$ cat config.mk
export PLATFORM = sky130hd
export DESIGN_NAME = pipe_stage_chain
export DESIGN_NICKNAME = d
export VERILOG_FILES = /design/src/rtl/pipe_stage_chain.sv
export SDC_FILE = /design/constraint.sdc
export NUM_CORES = 1
export LEC_CHECK = 0
export BUFFER_PORTS_ARGS = -buffer_cell sky130_fd_sc_hd__buf_2
export CAP_MARGIN = 20
export CORE_MARGIN = 5
export CORE_UTILIZATION = 45
export DETAILED_ROUTE_END_ITERATION = 7
export PLACE_DENSITY = 0.75
export SLEW_MARGIN = 5
export SYNTH_ARGS = -nofsm -noshare
export SYNTH_HDL_FRONTEND = slang
export SYNTH_SLANG_ARGS = --single-unit
$ cat constraint.sdc
create_clock -name clk_i -period 2.9 [get_ports clk_i]
set_input_delay 0.145 -clock clk_i [delete_from_list [all_inputs] [get_ports clk_i]]
set_output_delay 0.145 -clock clk_i [all_outputs]
set_load 0.005 [all_outputs]
$ cat src/rtl/pipe_stage_chain.sv
// Chain of STAGES pipeline registers with valid/ready handshake, per-stage stall
// (bubble insertion) and per-stage flush; every stage is exposed for hazard logic.
module pipe_stage_chain #(
  parameter int WIDTH  = 32,
  parameter int STAGES = 4
) (
  input  logic                          clk_i,
  input  logic                          rst_i,
  input  logic                          start_i,
  input  logic                          in_valid_i,
  input  logic [WIDTH-1:0]              in_data_i,
  output logic                          in_ready_o,
  output logic                          out_valid_o,
  output logic [WIDTH-1:0]              out_data_o,
  input  logic                          out_ready_i,
  input  logic [STAGES-1:0]             stall_i,
  input  logic [STAGES-1:0]             flush_i,
  output logic [STAGES-1:0]             stage_valid_o,
  output logic [STAGES*WIDTH-1:0]       stage_data_o,
  output logic [$clog2(STAGES+1)-1:0]   occupancy_o
);

  localparam int OCC_W = $clog2(STAGES+1);

  logic [STAGES-1:0] valid_q, valid_d;
  logic [WIDTH-1:0]  data_q [STAGES];
  logic [WIDTH-1:0]  data_d [STAGES];

  logic [STAGES-1:0] ev, go, load;
  logic              run, take;

  // Handshake resolves from the output end backwards: a stage may move only if
  // the stage after it loads this cycle, which allows full-rate flow when full.
  always_comb begin
    // NOTE: every always_comb output gets a default first so no path can infer a latch.
    run  = start_i & rst_i;
    ev   = valid_q & ~flush_i;
    go   = '0;
    load = '0;

    out_valid_o       = run & ev[STAGES-1] & ~stall_i[STAGES-1];
    take              = out_valid_o & out_ready_i;
    go[STAGES-1]      = take;
    load[STAGES-1]    = run & ~stall_i[STAGES-1] & (~ev[STAGES-1] | go[STAGES-1]);
    for (int k = STAGES-2; k >= 0; k--) begin
      go[k]   = ev[k] & ~stall_i[k] & load[k+1];
      load[k] = run & ~stall_i[k] & (~ev[k] | go[k]);
    end
    in_ready_o = load[0];
  end

  // A stage that does not load keeps its data; its valid bit still honours flush.
  always_comb begin
    valid_d = ev;
    for (int k = 0; k < STAGES; k++) data_d[k] = data_q[k];

    if (load[0]) begin
      valid_d[0] = in_valid_i;
      if (in_valid_i) data_d[0] = in_data_i;
    end
    for (int k = 1; k < STAGES; k++) begin
      if (load[k]) begin
        valid_d[k] = go[k-1];
        if (go[k-1]) data_d[k] = data_q[k-1];
      end
    end
  end

  always_ff @(posedge clk_i) begin
    // NOTE: sequential state is written only with non-blocking assignments.
    if (!rst_i) begin
      valid_q <= '0;
      // NOTE: payload registers are cleared too, so exposed stage data is never X.
      for (int k = 0; k < STAGES; k++) data_q[k] <= '0;
    end else begin
      valid_q <= valid_d;
      for (int k = 0; k < STAGES; k++) data_q[k] <= data_d[k];
    end
  end

  always_comb begin
    stage_valid_o = valid_q;
    out_data_o    = data_q[STAGES-1];
    stage_data_o  = '0;
    occupancy_o   = '0;
    for (int k = 0; k < STAGES; k++) begin
      stage_data_o[k*WIDTH +: WIDTH] = data_q[k];
      occupancy_o = occupancy_o + OCC_W'(valid_q[k]);
    end
  end

endmodule

* Word level (Yosys, flattened, before mapping)
Memory sizes are Yosys's and may differ from the RTL's.
Cells that the tools add are included.
** Operators by class
- Muxes and demuxes :: 18
- Bitwise gates (word level) :: 36
- Add/subtract/negate cells :: 3
** Operators with widths (number)
- $mux W32 :: 12
- $and A1 B1 Y1 :: 18
- $not A1 Y1 :: 8
- $or A1 B1 Y1 :: 8
- $mux W1 :: 6
- $and A4 B4 Y4 :: 1
- $not A4 Y4 :: 1
- $add A2 B1 Y3 :: 1
- $add A3 B1 Y3 :: 1
- $add A1 B1 Y2 :: 1
** Word-level totals
- Register bits after elaboration :: 4
- Input port bits :: 45
- Word-level logic and storage cells :: 59
- Bits in writable memories :: 128
- Memories :: 1
- Output and inout port bits :: 169
** Memories
- data_q :: depth 4, width 32, read ports 4, clocked after memory_dff 0, write ports 4, line 26 : logic [WIDTH-1:0] data_q [STAGES];

* Logic depth before layout (Yosys ltp)
- Depth in word-level cells :: 18
- Mapped depth :: 7
- Mapped depth without buffers :: 5

* Worst setup path before layout
Ideal clock, no wire load.
- Path type :: reg-to-reg
- Start :: reg valid_q[3] (netlist: stage_valid_o[3])
- End :: mem data_q[0][10]
- Required time :: 2828 ps
- Setup slack :: 1209 ps
- Period minus slack after synthesis :: 1691 ps
- Path buffers :: 2
- Arrival time :: 1619 ps
- Library setup time :: 72 ps
- Stages on the path, launching flop included :: 8
- Path through :: dfxtp_1 > nor3b_1 > nor3_2 > o21ai_2 > a31o_1 > buf_2 > buf_4 > mux2i_1
** RTL lines
- from (decl) :: line 25 : logic [STAGES-1:0] valid_q, valid_d;
- from (signal assigned) :: line 76 : valid_q <= valid_d;
- to (decl) :: line 26

* Final worst setup path
- Start :: reg valid_q[0] (netlist: stage_valid_o[0])
- End :: out occupancy_o[1]
** Between the ends
- Cells in the longest elaborated chain, start to end :: 3
** RTL lines
- $add A1 B1 Y2 :: line 88 : occupancy_o = occupancy_o + OCC_W'(valid_q[k]);
- $add A2 B1 Y3 :: line 88
- $add A3 B1 Y3 :: line 88
- to (decl) :: line 20 : output logic [$clog2(STAGES+1)-1:0] occupancy_o
Every way passes these cells.

==> flow_summary.ini <==
[cts]
ctsHoldBuffers = 33
cts.sinks = 132
cts_resized = 0
cts.path.max_buffers = 2
cts_root_buf = clkbuf_16
clk_latency_ps = 400
cts_setup_buffers = 0
htree_levels = 4
numCtsBuffers = 17
cts_tree = built
clk_pin_slew_worst_paths_ps = 50

[yosys]
yosysSeqAreaShare_pct = 49.1
synth_cell_types = 33
synth.top_cell.area_share_pct = 49.1
synth_fp_nets = 607
netlist.top_cell.by_area = dfxtp_1
syn-cell-area_um2 = 5380
synth_edf_count = 0
yosys-top-cells-count = dfxtp_1, nand2_1, mux2i_1
synthArstFlopShare_pct = 0
ys.flop_type = dfxtp_1
synth_most_common_cell = dfxtp_1
synth_cells = 559
ys_seq_elements = 132
synth_area_per_cell_um2 = 9.63
synth-warning-count = 0
synthTopCellsByArea = dfxtp_1, mux2i_1, nand2_1, buf_4, a21boi_1

[worst_setup_path]
crit_fanout = 3
rrSetupSlack_ps = 820
cp-end-kind = output port
crit_start = stage_valid_o[0]$_SDFF_PN0_
reg2regPathDepth = 6
critPathLaunchType = flip-flop
required_ps = 2760
arrival_ps = 2010
crit_end = occupancy_o[1]
path_class = reg -> out
timing.rr.start = stage_valid_o[3]$_SDFF_PN0_
reg2reg_to = data_q[3][10]$_SDFFE_PN0P_

[die]
coreArea_um2 = 11900
die-height_um = 119
die_width_um = 119
die_area_um2 = 14200
start_util_pct = 45.4
rows = 40
ios = 214

[power_and_ir_drop]
leakage_nw = 3.80
power.density_nw_per_um2 = 541
ir_drop_mv = 0.432

[sta]
max_slew_margin_pct = 54.8
hold_viol_final = 0
worstMarginPinSlew_ps = 678
setup_tns_ps = 0
fin_crit_sh_pct = 74.3
fmax_ghz = 0.464
period_minus_slack_ps = 2160
rsz0062_at_grt = no
finalSetupViolations = 0
holdWs_ps = 50.1
timing.final.max_slew_violations = 0
fin_skew_ps = 5.70

[grt]
grt_max_degree = 133
met1_usage_pct = 22.4
met2_usage_pct = 33.3
grt_pass1_wl_um = 21900
grt-busiest-layer = met2
gr-usage-met3_pct = 4.94
grt_overflow = 0
grt_pass1_vias = 4394
grt_use_total_pct = 19.5
antenna_found_initial = 2

[finish]
layout-drive-gt1-share_pct = 33.0
fill_cells = 985
utilization_pct = 60.3
synthToLayoutAreaGrowth_pct = 33.0
nets = 819
layout.cells.non_filler = 930

[drt]
dr.first_iter.drc_count = 229
routed_wl_um = 14000
drt-vias-per-instance = 4.77
wl_per_cell_um = 15.1
drc = 0
via_count = 4432
ant_nets = 0
firstDrtPassIters = 4

[placed_design]
dpl.hpwl_um = 9940
dp_cells = 865
numPortBuffers = 213
globalplace.congestion = 0.825

[run]
maxCapViolations = 0

[status]
status = complete, no violations

[hold_path]
min_path_type = in -> reg
-- critical path, cell delays in order (launching register included) --
cell and delay, ps:
dfxtp_1 350, inv_1 100, fa_1 550, inv_1 50
ha_1 170, ha_1 260, buf_2 130
-- per-stage QoR --
| stage | total power, mW | worst slack, ps | instance area, µm² |
|---|---|---|---|
| after floorplan | 1.96 | 1210 | 5380 |
| after global placement | 2.02 | 861 | 6290 |
| after detailed placement | 2.03 | 815 | 6290 |
| after CTS | 3.91 | 710 | 7130 |
| after global routing | 4.03 | 634 | 7160 |
| final | 3.87 | 744 | 7160 |
-- power breakdown --
| group | switching [mW] | internal [mW] |
|---|---|---|
| Combinational | 0.0842 | 0.0988 |
| Clock | 0.708 | 1.14 |
| Sequential | 0.00897 | 1.83 |
| Total | 0.801 | 3.07 |
-- routing by layer --
layer	share of wire, %	vias up
met3	6.5	29
met2	49	152
met5	0.050	-
met4	3.1	2
li1	-	2181
met1	41	2068
-- logic make-up after synthesis --
logic type      Yosys count  share of synthesized area (%)
buf+inv                 104                           10.9
simple gates            179                           14.9
flops                   132                           49.1
fa+ha+maj                 3                          0.837
compound gates           45                           6.44
mux                      96                           17.9
-- flip-flops by register name (all words and copies together), names as in the netlist --
register,count
data_q,128
stage_valid_o,4
-- worst min-delay path by stage --
stage                  from                     endpoint  cells after the start
2_1_floorplan    in_valid_i  stage_valid_o[0]$_SDFF_PN0_                      2
3_3_place_gp     in_valid_i  stage_valid_o[0]$_SDFF_PN0_                      3
3_5_place_dp   in_data_i[6]    data_q[0][6]$_SDFFE_PN0P_                      3
5_1_grt          flush_i[0]  stage_valid_o[0]$_SDFF_PN0_                      4
4_1_cts          flush_i[0]  stage_valid_o[0]$_SDFF_PN0_                      4
6_report         flush_i[0]  stage_valid_o[0]$_SDFF_PN0_                      4
-- cell usage in the layout, fill, tap and decap left out, types with 11 or more instances in the layout --
cell,synthesis,final
buf_4,38,11
a21boi_1,32,32
nand2_1,131,131
buf_2,6,212
clkbuf_16,0,17
dfxtp_1,132,132
nor2b_1,32,32
inv_1,40,40
dlygate4sd3_1,0,33
mux2i_1,96,96
-- layout make-up --
cell class / instances / area (µm²) / area share (%)
Sequential cell: 132 / 2640 / 36.9
Timing Repair Buffer: 257 / 1490 / 20.9
Multi-Input combinational cell: 323 / 2170 / 30.3
Inverter: 40 / 150 / 2.10
Antenna cell: 1 / 2.50 / 0.0350
Clock inverter: 6 / 30.0 / 0.420
Clock buffer: 24 / 482 / 6.73
Tap cell: 147 / 184 / 2.57
Note: power is estimated with default switching activity, not from simulation.
